File: src/rtl/req_grant_pkg.sv
// ============================================================================
// Module   : req_grant_pkg
// Purpose  : Shared types and helpers for the round-robin request/grant arbiter.
// Config   : REQ_GRANT_SVA_EN (used by req_grant_rr_arbiter; nothing here)
// Revision : 1.0 - initial release
// ============================================================================
`default_nettype none

package req_grant_pkg;

  // Grant latency selection: combinational grant or registered grant
  typedef enum logic [0:0] {
    GNT_COMB = 1'b0,
    GNT_REG  = 1'b1
  } gnt_lat_e;

  // Index width for an N-entry vector; never narrower than one bit
  function automatic int idx_w(input int n);
    return (n > 1) ? $clog2(n) : 1;
  endfunction

endpackage

`default_nettype wire

File: src/rtl/rr_priority_pick.sv
// ============================================================================
// Module   : rr_priority_pick
// Purpose  : Rotating-priority one-hot picker. Returns the first candidate
//            (req & mask) found scanning upward from i_ptr, wrapping at NUM_REQ.
// Config   : none
// Revision : 1.0 - initial release
// ============================================================================
`default_nettype none

module rr_priority_pick
  import req_grant_pkg::*;
#(
  parameter int NUM_REQ = 4,
  parameter int IDX_W   = idx_w(NUM_REQ)
) (
  input  logic [NUM_REQ-1:0] i_req,
  input  logic [IDX_W-1:0]   i_ptr,
  input  logic [NUM_REQ-1:0] i_mask,
  output logic [NUM_REQ-1:0] o_onehot,
  output logic [IDX_W-1:0]   o_idx,
  output logic               o_found
);

  logic [NUM_REQ-1:0] w_cand;

  assign w_cand = i_req & i_mask;

  // Scan candidates from the pointer upward and keep only the first hit
  always_comb begin
    int w_j;
    w_j      = 0;
    o_onehot = '0;
    o_idx    = '0;
    o_found  = 1'b0;
    for (int k = 0; k < NUM_REQ; k++) begin
      w_j = int'(i_ptr) + k;
      if (w_j >= NUM_REQ) begin
        w_j = w_j - NUM_REQ;
      end
      if (!o_found && w_cand[IDX_W'(w_j)]) begin
        o_found                 = 1'b1;
        o_onehot[IDX_W'(w_j)]   = 1'b1;
        o_idx                   = IDX_W'(w_j);
      end
    end
  end

endmodule

`default_nettype wire

File: src/rtl/req_grant_rr_arbiter.sv
// ============================================================================
// Module   : req_grant_rr_arbiter
// Purpose  : N-way round-robin request/grant arbiter with bounded hold time
//            per owner and selectable grant latency (0 = combinational,
//            1 = registered).
// Config   : REQ_GRANT_SVA_EN - when defined, compiles the built-in
//            concurrent assertion checker. Datapath is identical either way.
// Revision : 1.0 - initial release
// ============================================================================
`default_nettype none

module req_grant_rr_arbiter
  import req_grant_pkg::*;
#(
  parameter  int NUM_REQ     = 4,
  parameter  int GNT_LATENCY = 1,
  parameter  int MAX_HOLD    = 8,
  localparam int IDX_W       = idx_w(NUM_REQ),
  localparam int HOLD_W      = $clog2(MAX_HOLD + 1)
) (
  input  logic               clk,
  input  logic               rst_n,
  input  logic [NUM_REQ-1:0] req,
  output logic [NUM_REQ-1:0] gnt,
  output logic               gnt_valid,
  output logic [IDX_W-1:0]   gnt_id,
  output logic [HOLD_W-1:0]  hold_cnt
);

  localparam logic [HOLD_W-1:0] C_HOLD_MAX = HOLD_W'(MAX_HOLD);
  localparam logic [IDX_W-1:0]  C_IDX_LAST = IDX_W'(NUM_REQ - 1);

  // Arbitration state
  logic [IDX_W-1:0]   r_owner;
  logic               r_busy;
  logic [HOLD_W-1:0]  r_hold;
  logic [IDX_W-1:0]   r_ptr;

  // Decision for the current cycle
  logic [IDX_W-1:0]   w_d_owner;
  logic               w_d_busy;
  logic [HOLD_W-1:0]  w_d_hold;
  logic [IDX_W-1:0]   w_d_ptr;
  logic [NUM_REQ-1:0] w_d_oh;

  logic [NUM_REQ-1:0] w_owner_oh;
  logic               w_others;
  logic               w_owner_req;
  logic               w_keep;
  logic               w_forced;
  logic [NUM_REQ-1:0] w_mask;
  logic [NUM_REQ-1:0] w_pick_oh;
  logic [IDX_W-1:0]   w_pick_idx;
  logic               w_pick_found;

  // One-hot view of the current owner index
  always_comb begin
    w_owner_oh          = '0;
    w_owner_oh[r_owner] = 1'b1;
  end

  assign w_owner_req = r_busy && req[r_owner];
  assign w_others    = |(req & ~w_owner_oh);
  // Owner keeps the grant until its hold budget is spent, unless nobody else wants it
  assign w_keep      = w_owner_req && ((r_hold < C_HOLD_MAX) || !w_others);
  // An owner still requesting but out of budget is excluded from this pick
  assign w_forced    = w_owner_req && (r_hold >= C_HOLD_MAX) && w_others;
  assign w_mask      = w_forced ? ~w_owner_oh : '1;

  rr_priority_pick #(
    .NUM_REQ (NUM_REQ),
    .IDX_W   (IDX_W)
  ) u_pick (
    .i_req    (req),
    .i_ptr    (r_ptr),
    .i_mask   (w_mask),
    .o_onehot (w_pick_oh),
    .o_idx    (w_pick_idx),
    .o_found  (w_pick_found)
  );

  // Next-state decision: keep owner, hand over to next in rotation, or go idle
  always_comb begin
    w_d_owner = r_owner;
    w_d_busy  = 1'b0;
    w_d_hold  = '0;
    w_d_ptr   = r_ptr;
    w_d_oh    = '0;
    if (w_keep) begin
      w_d_busy = 1'b1;
      w_d_hold = (r_hold == C_HOLD_MAX) ? r_hold : r_hold + 1'b1;
      w_d_oh   = w_owner_oh;
    end else if (w_pick_found) begin
      w_d_owner = w_pick_idx;
      w_d_busy  = 1'b1;
      w_d_hold  = HOLD_W'(1);
      w_d_ptr   = (w_pick_idx == C_IDX_LAST) ? '0 : w_pick_idx + 1'b1;
      w_d_oh    = w_pick_oh;
    end
  end

  // State register: reset clears everything, otherwise follow the decision
  always_ff @(posedge clk) begin
    if (!rst_n) begin
      r_owner <= '0;
      r_busy  <= 1'b0;
      r_hold  <= '0;
      r_ptr   <= '0;
    end else begin
      r_owner <= w_d_owner;
      r_busy  <= w_d_busy;
      r_hold  <= w_d_hold;
      r_ptr   <= w_d_ptr;
    end
  end

  // Latency mux: present the decision directly, or the registered state
  if (GNT_LATENCY == int'(GNT_COMB)) begin : g_lat_comb
    // Outputs are held at zero while reset is asserted
    assign gnt      = rst_n ? w_d_oh : '0;
    assign gnt_id   = (rst_n && w_d_busy) ? w_d_owner : '0;
    assign hold_cnt = rst_n ? w_d_hold : '0;
  end else begin : g_lat_reg
    assign gnt      = r_busy ? w_owner_oh : '0;
    assign gnt_id   = r_busy ? r_owner : '0;
    assign hold_cnt = r_hold;
  end

  assign gnt_valid = |gnt;

`ifdef REQ_GRANT_SVA_EN
  localparam int C_FAIR_BOUND = (NUM_REQ - 1) * MAX_HOLD + GNT_LATENCY + 1;

  a_gnt_onehot0: assert property (@(posedge clk) disable iff (!rst_n) $onehot0(gnt));
  a_gnt_valid:   assert property (@(posedge clk) disable iff (!rst_n) gnt_valid == |gnt);
  a_hold_max:    assert property (@(posedge clk) disable iff (!rst_n) hold_cnt <= C_HOLD_MAX);

  for (genvar gi = 0; gi < NUM_REQ; gi++) begin : g_sva_bit
    if (GNT_LATENCY == int'(GNT_COMB)) begin : g_sva_comb
      a_gnt_needs_req: assert property (@(posedge clk) disable iff (!rst_n)
        !req[gi] |-> !gnt[gi]);
    end else begin : g_sva_reg
      a_gnt_needs_req: assert property (@(posedge clk) disable iff (!rst_n)
        !req[gi] |=> !gnt[gi]);
    end
    a_fairness: assert property (@(posedge clk) disable iff (!rst_n)
      (req[gi] && !gnt[gi]) |-> ##[0:C_FAIR_BOUND] (gnt[gi] || !req[gi]));
  end
`endif

endmodule

`default_nettype wire

File: config.mk
export PLATFORM = sky130hd
export DESIGN_NAME = req_grant_rr_arbiter
export DESIGN_NICKNAME = d
export VERILOG_FILES = /design/src/rtl/req_grant_pkg.sv /design/src/rtl/rr_priority_pick.sv /design/src/rtl/req_grant_rr_arbiter.sv
export SDC_FILE = /design/constraint.sdc
export NUM_CORES = 1
export LEC_CHECK = 0
export ABC_CLOCK_PERIOD_IN_PS = 2680
export BUFFER_PORTS_ARGS = -buffer_cell sky130_fd_sc_hd__buf_2
export CAP_MARGIN = 20
export CORE_MARGIN = 2
export CORE_UTILIZATION = 50
export CTS_CLUSTER_DIAMETER = 200
export CTS_CLUSTER_SIZE = 30
export DETAILED_ROUTE_END_ITERATION = 6
export GPL_ROUTABILITY_DRIVEN = 0
export MAX_ROUTING_LAYER = met4
export PLACE_DENSITY_LB_ADDON = 0.2
export SETUP_SLACK_MARGIN = 0.4
export SYNTH_ARGS = -nofsm -noshare
export SYNTH_HDL_FRONTEND = slang
export SYNTH_SLANG_ARGS = --single-unit
File: constraint.sdc
create_clock -name clk -period 2.68 [get_ports clk]
set_input_delay 0.402 -clock clk [delete_from_list [all_inputs] [get_ports clk]]
set_output_delay 0.402 -clock clk [all_outputs]
set_load 0.01 [all_outputs]
Yosys cells after proc, flatten, opt, wreduce, memory -nomap -nowiden
Cells that the tools add are included.

Bitwise gates (word level): 4. Eq/ne operators: 3. Muxes and demuxes: 37. $lt $le $gt $ge: 12. Reductions and logical operators: 16. Add/sub/neg operators: 9.

Operator list (number): 2-to-1 mux 2 bit (10); 2-to-1 mux 1 bit (17); < comparator 2 x 4 -> 1 bit, second input constant (4); 2-to-1 mux 4 bit (4); binary-select mux 1 bit (select 2 bit) (5); greater-or-equal comparator 3 bit, second input constant (3); AND 4 bit (2); logical AND 1 bit (8); OR reduction 4 bit (2); subtractor 2 x 1 -> 2 bit, second input constant (4); adder 2 x 2 -> 3 bit, second input constant (2); adder 4 x 1 -> 4 bit, second input constant (1); equality test 4 bit, second input constant (1); greater-or-equal comparator 4 bit, second input constant (1); logical NOT 1 bit (4); < comparator 4 bit, second input constant (1); NOT 4 bit (1); adder 2 x 1 -> 3 bit, second input constant (1); greater-or-equal comparator 2 x 3 -> 1 bit, second input constant (1); < comparator 2 x 3 -> 1 bit, second input constant (1); adder 2 x 1 -> 2 bit, second input constant (1); demux 1 bit (select 2 bit) (1); equality test 2 bit, second input constant (1); greater-or-equal comparator 2 x 1 -> 1 bit, second input constant (1); other kinds (4) (4).

Input port bits: 6. Word-level logic and storage cells: 85. Register bits after elaboration: 9. Output and inout port bits: 11.

Logic depth before layout (Yosys ltp)
Depth in word-level cells: 25. Depth in mapped cells: 6. Mapped depth without buffers: 6.

Cells and area by module
From an unflattened synthesis, not the netlist that was laid out.

Cells, all modules: 152. Area total of the unflattened synthesis: 1260.0 sq um.

Modules (own cells, without submodules): req_grant_rr_arbiter (times used 1, sequential area each 180.2 sq um, cells an instance 68, area each 651.9 sq um); rr_priority_pick (times used 1, sequential area each 0.0 sq um, cells an instance 84, area each 608.1 sq um).

Worst setup path before layout
Ideal clock, no wire load.

Path type: in2reg. Start point: in req[0]. End point: reg r_ptr[0]. Buffers on the path: 1. Required time: 2.561 ns. Library setup time: 0.119 ns. Stages on the path: 6. Data arrival time: 1.671 ns. Setup slack: 0.890 ns. Cell sequence: buf_2 mux4_1 nand2_1 a31o_1 o221ai_2 o221a_1.

Longest elaborated chain between the ends: 22. Elaborated cells between the ends (all ways): 43. Those cells by class: add/sub: 1; eq/ne: 1; mux: 24; bitwise: 3; reduce/logical: 14.

Ends and longest elaborated chain: from (decl) (RTL line req_grant_rr_arbiter.sv:23) `input logic [NUM_REQ-1:0] req,`; binary-select mux 1 bit (select 2 bit) (RTL line req_grant_rr_arbiter.sv:62) `assign w_owner_req = r_busy && req[r_owner];`; 2-to-1 mux 1 bit (not written as such) (RTL line req_grant_rr_arbiter.sv:62); logical AND 1 bit (RTL line req_grant_rr_arbiter.sv:62); logical AND 1 bit (2 in a row) (RTL line req_grant_rr_arbiter.sv:67) `assign w_forced = w_owner_req && (r_hold >= C_HOLD_MAX) && w_others;`; 2-to-1 mux 4 bit (RTL line req_grant_rr_arbiter.sv:68) `assign w_mask = w_forced ? ~w_owner_oh : '1;`; AND 4 bit (RTL line rr_priority_pick.sv:26) `assign w_cand = i_req & i_mask;`; binary-select mux 1 bit (select 2 bit) (RTL line rr_priority_pick.sv:40) `if (!o_found && w_cand[IDX_W'(w_j)]) begin`; 2-to-1 mux 1 bit (not written as such) (2 in a row) (RTL line rr_priority_pick.sv:40); (+4 left out); logical NOT 1 bit (RTL line rr_priority_pick.sv:40); logical AND 1 bit (RTL line rr_priority_pick.sv:40); 2-to-1 mux 1 bit (RTL line rr_priority_pick.sv:40); logical NOT 1 bit (RTL line rr_priority_pick.sv:40); logical AND 1 bit (RTL line rr_priority_pick.sv:40); 2-to-1 mux 2 bit (RTL line rr_priority_pick.sv:40); adder 2 x 1 -> 2 bit / equality test 2 bit (equally long branches) (RTL line req_grant_rr_arbiter.sv:97) `w_d_ptr = (w_pick_idx == C_IDX_LAST) ? '0 : w_pick_idx + 1'b1;`; 2-to-1 mux 2 bit (RTL line req_grant_rr_arbiter.sv:97); to (signal assigned) (RTL line req_grant_rr_arbiter.sv:113) `r_ptr <= w_d_ptr;`; to (decl) (RTL line req_grant_rr_arbiter.sv:37) `logic [IDX_W-1:0] r_ptr;`.

Several ways; a longest one is shown, not always the timed one. The select of a mux whose other input is x is not followed. A chain may end at the register's enable or synchronous reset.

Final worst setup path
Start point: reg r_owner[0]. End point: reg r_ptr[0].

Longest elaborated chain between the ends: 25. Elaborated cells between the ends (all ways): 49. Those cells by class: add/sub: 1; order compare: 2; eq/ne: 1; mux: 26; bitwise: 4; reduce/logical: 15.

Ends and longest elaborated chain: from (decl) (RTL line req_grant_rr_arbiter.sv:34) `logic [IDX_W-1:0] r_owner;`; from (signal assigned) (RTL line req_grant_rr_arbiter.sv:110) `r_owner <= w_d_owner;`; < comparator 2 x 3 -> 1 bit (not written as such) / greater-or-equal comparator 2 x 1 -> 1 bit (equally long branches) (RTL line req_grant_rr_arbiter.sv:59) `w_owner_oh[r_owner] = 1'b1;`; logical AND 1 bit (not written as such) (RTL line req_grant_rr_arbiter.sv:59); 2-to-1 mux 1 bit (not written as such) (RTL line req_grant_rr_arbiter.sv:59); demux 1 bit (select 2 bit) (RTL line req_grant_rr_arbiter.sv:59); NOT 4 bit (RTL line req_grant_rr_arbiter.sv:63, req_grant_rr_arbiter.sv:68); AND 4 bit (RTL line req_grant_rr_arbiter.sv:63) `assign w_others = |(req & ~w_owner_oh);`; OR reduction 4 bit (RTL line req_grant_rr_arbiter.sv:63); logical AND 1 bit (RTL line req_grant_rr_arbiter.sv:67); (+9 left out); logical NOT 1 bit (RTL line rr_priority_pick.sv:40); logical AND 1 bit (RTL line rr_priority_pick.sv:40); 2-to-1 mux 1 bit (RTL line rr_priority_pick.sv:40); logical NOT 1 bit (RTL line rr_priority_pick.sv:40); logical AND 1 bit (RTL line rr_priority_pick.sv:40); 2-to-1 mux 2 bit (RTL line rr_priority_pick.sv:40); adder 2 x 1 -> 2 bit / equality test 2 bit (equally long branches) (RTL line req_grant_rr_arbiter.sv:97); 2-to-1 mux 2 bit (RTL line req_grant_rr_arbiter.sv:97).

Several ways; a longest one is shown, not always the timed one. The select of a mux whose other input is x is not followed.

==> results.txt <==
----------------------------------------------------
[Global route]
  Maximum number of pins on one net before global-route repair ... 15
  Initial antenna violation count ... 0
  Total global routing overflow ... 0
  Vias in the first global route ... 689
  First-pass GRT wire length ... 3.187 mm
  Overall Global Routing Usage ... 22.04%

[Clock network]
  Post-CTS Repair Setup Buffers ... 0
  Worst-case clock buffer depth ... 2
  Post-cts repair resize count ... 0
  CTS H-Tree Depth ... 1
  Clock tree from TritonCTS ... done
  Clock latency on the worst-skew pair ... 270 ps
  Hold buffer count at cts ... 0
  Clock slew at reported path FFs ... 70 ps
  Clock root cell ... clkbuf_4
  TritonCTS sink count ... 9
  Clock buffers created by TritonCTS ... 3

[Logic synthesis]
  Seq/Total Area, Yosys ... 21.33%
  Number of library cell types mapped by synthesis ... 52
  Asr flop ratio synth ... 0%
  Post-synth EDFFs ... 0
  Instance count of the mapped netlist ... 97
  Total nets after synthesis ... 105
  Synth Register Bits ... 9
  Post-Synthesis Mean Instance Area ... 8.707 µm²
  Mapped cell area ... 844.6 µm²
  Primary flip-flop cell chosen by synthesis mapping ... dfxtp_1
  Yosys warning count ... 0

[Pwr]
  Static Leak ... 0.3847 nW
  Net Sw Power ... 0.0001379 W
  Power density relative to cell area ... 417.2 nW/µm²
  Portion of total power attributed to sequential cells ... 43.6%
  Switch share ... 35.31%
  Combinational share of power ... 29.0%
  IR drop worst, VDD ... 0.0003471 V
  Clock share of power ... 27.4%
  Int Power ... 0.0002526 W

[Timing]
  Setup TNS ... 0 ps
  Slew of the pin with the lowest slew margin ... 562.0 ps
  Post-Route Skew ... 3.261 ps
  Final critical delay including setup and external delays ... 2105 ps
  Maximum operating frequency ... 475.1 MHz
  Final-layout worst hold slack ... 439.6 ps
  Headroom to the max-slew limit ... 62.12%
  Final setup violation count ... 0
  Share of the clock period used by the worst path ... 78.54%
  Unrepaired setup endpoints after global routing ... false
  Endpoints failing hold ... 0
  Max Slew Vio Count ... 0

[Cells and area]
  Final nets ... 120
  Total inserted antenna cells ... 0
  Fraction of layout instances using a drive strength above 1 ... 34.23%
  Layout fillers ... 152
  Layout overhead on the synthesized area ... 10.81%

[Floorplanning]
  Row cnt ... 14
  Die width ... 45.10 µm
  Top-level port count ... 17
  Die Footprint ... 2034 µm²
  Area of the core ... 1541 µm²
  Initial Util ... 54.79%
  DIE HEIGHT ... 45.10 µm

[Setup path]
  Endpoint of the worst register-to-register path ... r_ptr[0]
  Worst path cell trace ... mux4_1 > nand2_1 > a31o_1 > o221ai_2 > o221a_1
  CP endpoint ... r_ptr[0]
  Setup Crit Path Kind ... reg2reg
  Required @ worst endpoint ... 2840 ps
  Critical path launch point type ... flop
  Element type at the critical path end ... flop
  R2r worst-path depth ... 5
  Source of the critical timing path ... r_owner[0]
  Top fanout value on the critical path ... 14
  Internal reg-to-reg setup slack ... 580 ps
  Highest cell delay on the worst timing path ... 640 ps
  Slowest stage cell, crit path ... dfxtp_1
  Data arrival at the endpoint of the critical path ... 2260 ps
  Launching point of the worst reg2reg path ... r_owner[0]

[Worst hold path]
  Min-delay worst type ... in2reg
  Worst hold stages ... 2

[Place]
  Port Buf Inserts ... 16
  Detail Placement HPWL ... 1.420 mm

[Run status]
  Result of the run ... finished, final reports clean

[Detailed routing]
  Post-route DRC violation count ... 0
  Routed wirelength normalized by instance count ... 15.19 µm
  Vias/cell ... 6.354
  Pre-antenna DRT Iters ... 4
  Detail Route Antenna Nets ... 0
  Vias ... 807
  Iteration-0 DRC Markers ... 26
  Sum of routed wire length over all layers ... 1.929 mm

[Job]
  Max Cap Violations ... 0

----------------------------------------------------
[worst min path at each step]
stage / startpoint / to
after floorplan: hold_cnt[1] / hold_cnt[1]
after global placement: hold_cnt[1] / hold_cnt[1]
after detailed placement: hold_cnt[1] / hold_cnt[1]
after CTS: rst_n / r_busy
after global routing: rst_n / r_ptr[1]
final: rst_n / r_busy
[area by class of cell]
class	instances	area, µm²	share of cell area, %
repair buffers	16	80.08	8.556
well taps	16	20.02	2.139
flip-flops and latches	9	180.2	19.25
inverters	6	22.52	2.406
multi-input cells	76	605.6	64.71
clock inverters	1	5.005	0.5348
clock buffers	3	22.52	2.406
[metal layers]
metal / GRT usage, % / wire, µm / vias up
li1: - / - / 397
met1: 30.62 / 942 / 383
met2: 31.71 / 868 / 25
met3: 7.600 / 106 / 2
met4: 2.941 / 12 / 0
met5: - / 0 / -
[synthesized netlist by cell type (2+ instances only)]
library cell,n,area [µm²]
nor3_1,3,15.01
nand2_1,12,45.04
dfxtp_1,9,180.2
a21oi_1,2,10.01
ha_1,2,25.02
nor2_1,6,22.52
or3_1,2,12.51
and2_2,2,15.01
mux2i_1,2,20.02
a31oi_2,2,25.02
o21ai_0,5,25.02
inv_1,6,22.52
o21a_1,2,15.01
buf_2,4,20.02
[critical path, delay by kind of cell (launching register included)]
kind | cells | cell delay (ps)
simple gates | 1 | 140
compound gates | 3 | 590
mux | 1 | 620
flops | 1 | 640
[power groups by stage]
stage / Clock, W / Sequential [W] / Combinational [W]
CTS: 0.000112 / 0.000169 / 0.000113
finish: 0.000107 / 0.000170 / 0.000113
detailed placement: 0 / 0.000172 / 0.000112
global route: 0.000119 / 0.000173 / 0.000123
global placement: 0 / 0.000172 / 0.000110
floorplan: 0 / 0.000161 / 0.0000927
[per-stage QoR]
step                area, µm²  total power, W  cells  worst slack, ps  util [%]
floorplan               844.6       0.0002535     97            889.9         -
global placement        908.4       0.0002820    123            637.6     58.93
detailed placement      908.4       0.0002844    123            608.9     58.93
CTS                     935.9       0.0003936    127            606.1     60.71
global route            935.9       0.0004159    127            483.2     60.71
finish                  935.9       0.0003905    127            575.2     60.71
[cells in the final DEF, fill, tap and decap left out, types with 3 or more instances in the layout]
master    synthesis  final
buf_2             4     16
o21ai_0           5      5
dfxtp_1           9      9
nor2_1            6      6
nor3_1            3      3
nand2_1          12     12
clkbuf_4          0      3
inv_1             6      6
[kinds of logic after synthesis]
kind of cell / Yosys count / synth area share [%]
AND/OR/NAND/NOR: 37 / 24.74
flip-flops: 9 / 21.33
XOR/XNOR: 2 / 2.074
adder cells (fa/ha/maj): 2 / 2.962
multiplexers: 5 / 8.149
buffers and inverters: 12 / 6.963
AO/OA/AOI/OAI: 30 / 33.78
[registers in the layout, indices dropped and copies added (netlist names)]
name      cells
r_ptr         2
r_busy        1
r_owner       2
hold_cnt      4
(Power assumes the default switching activity.)
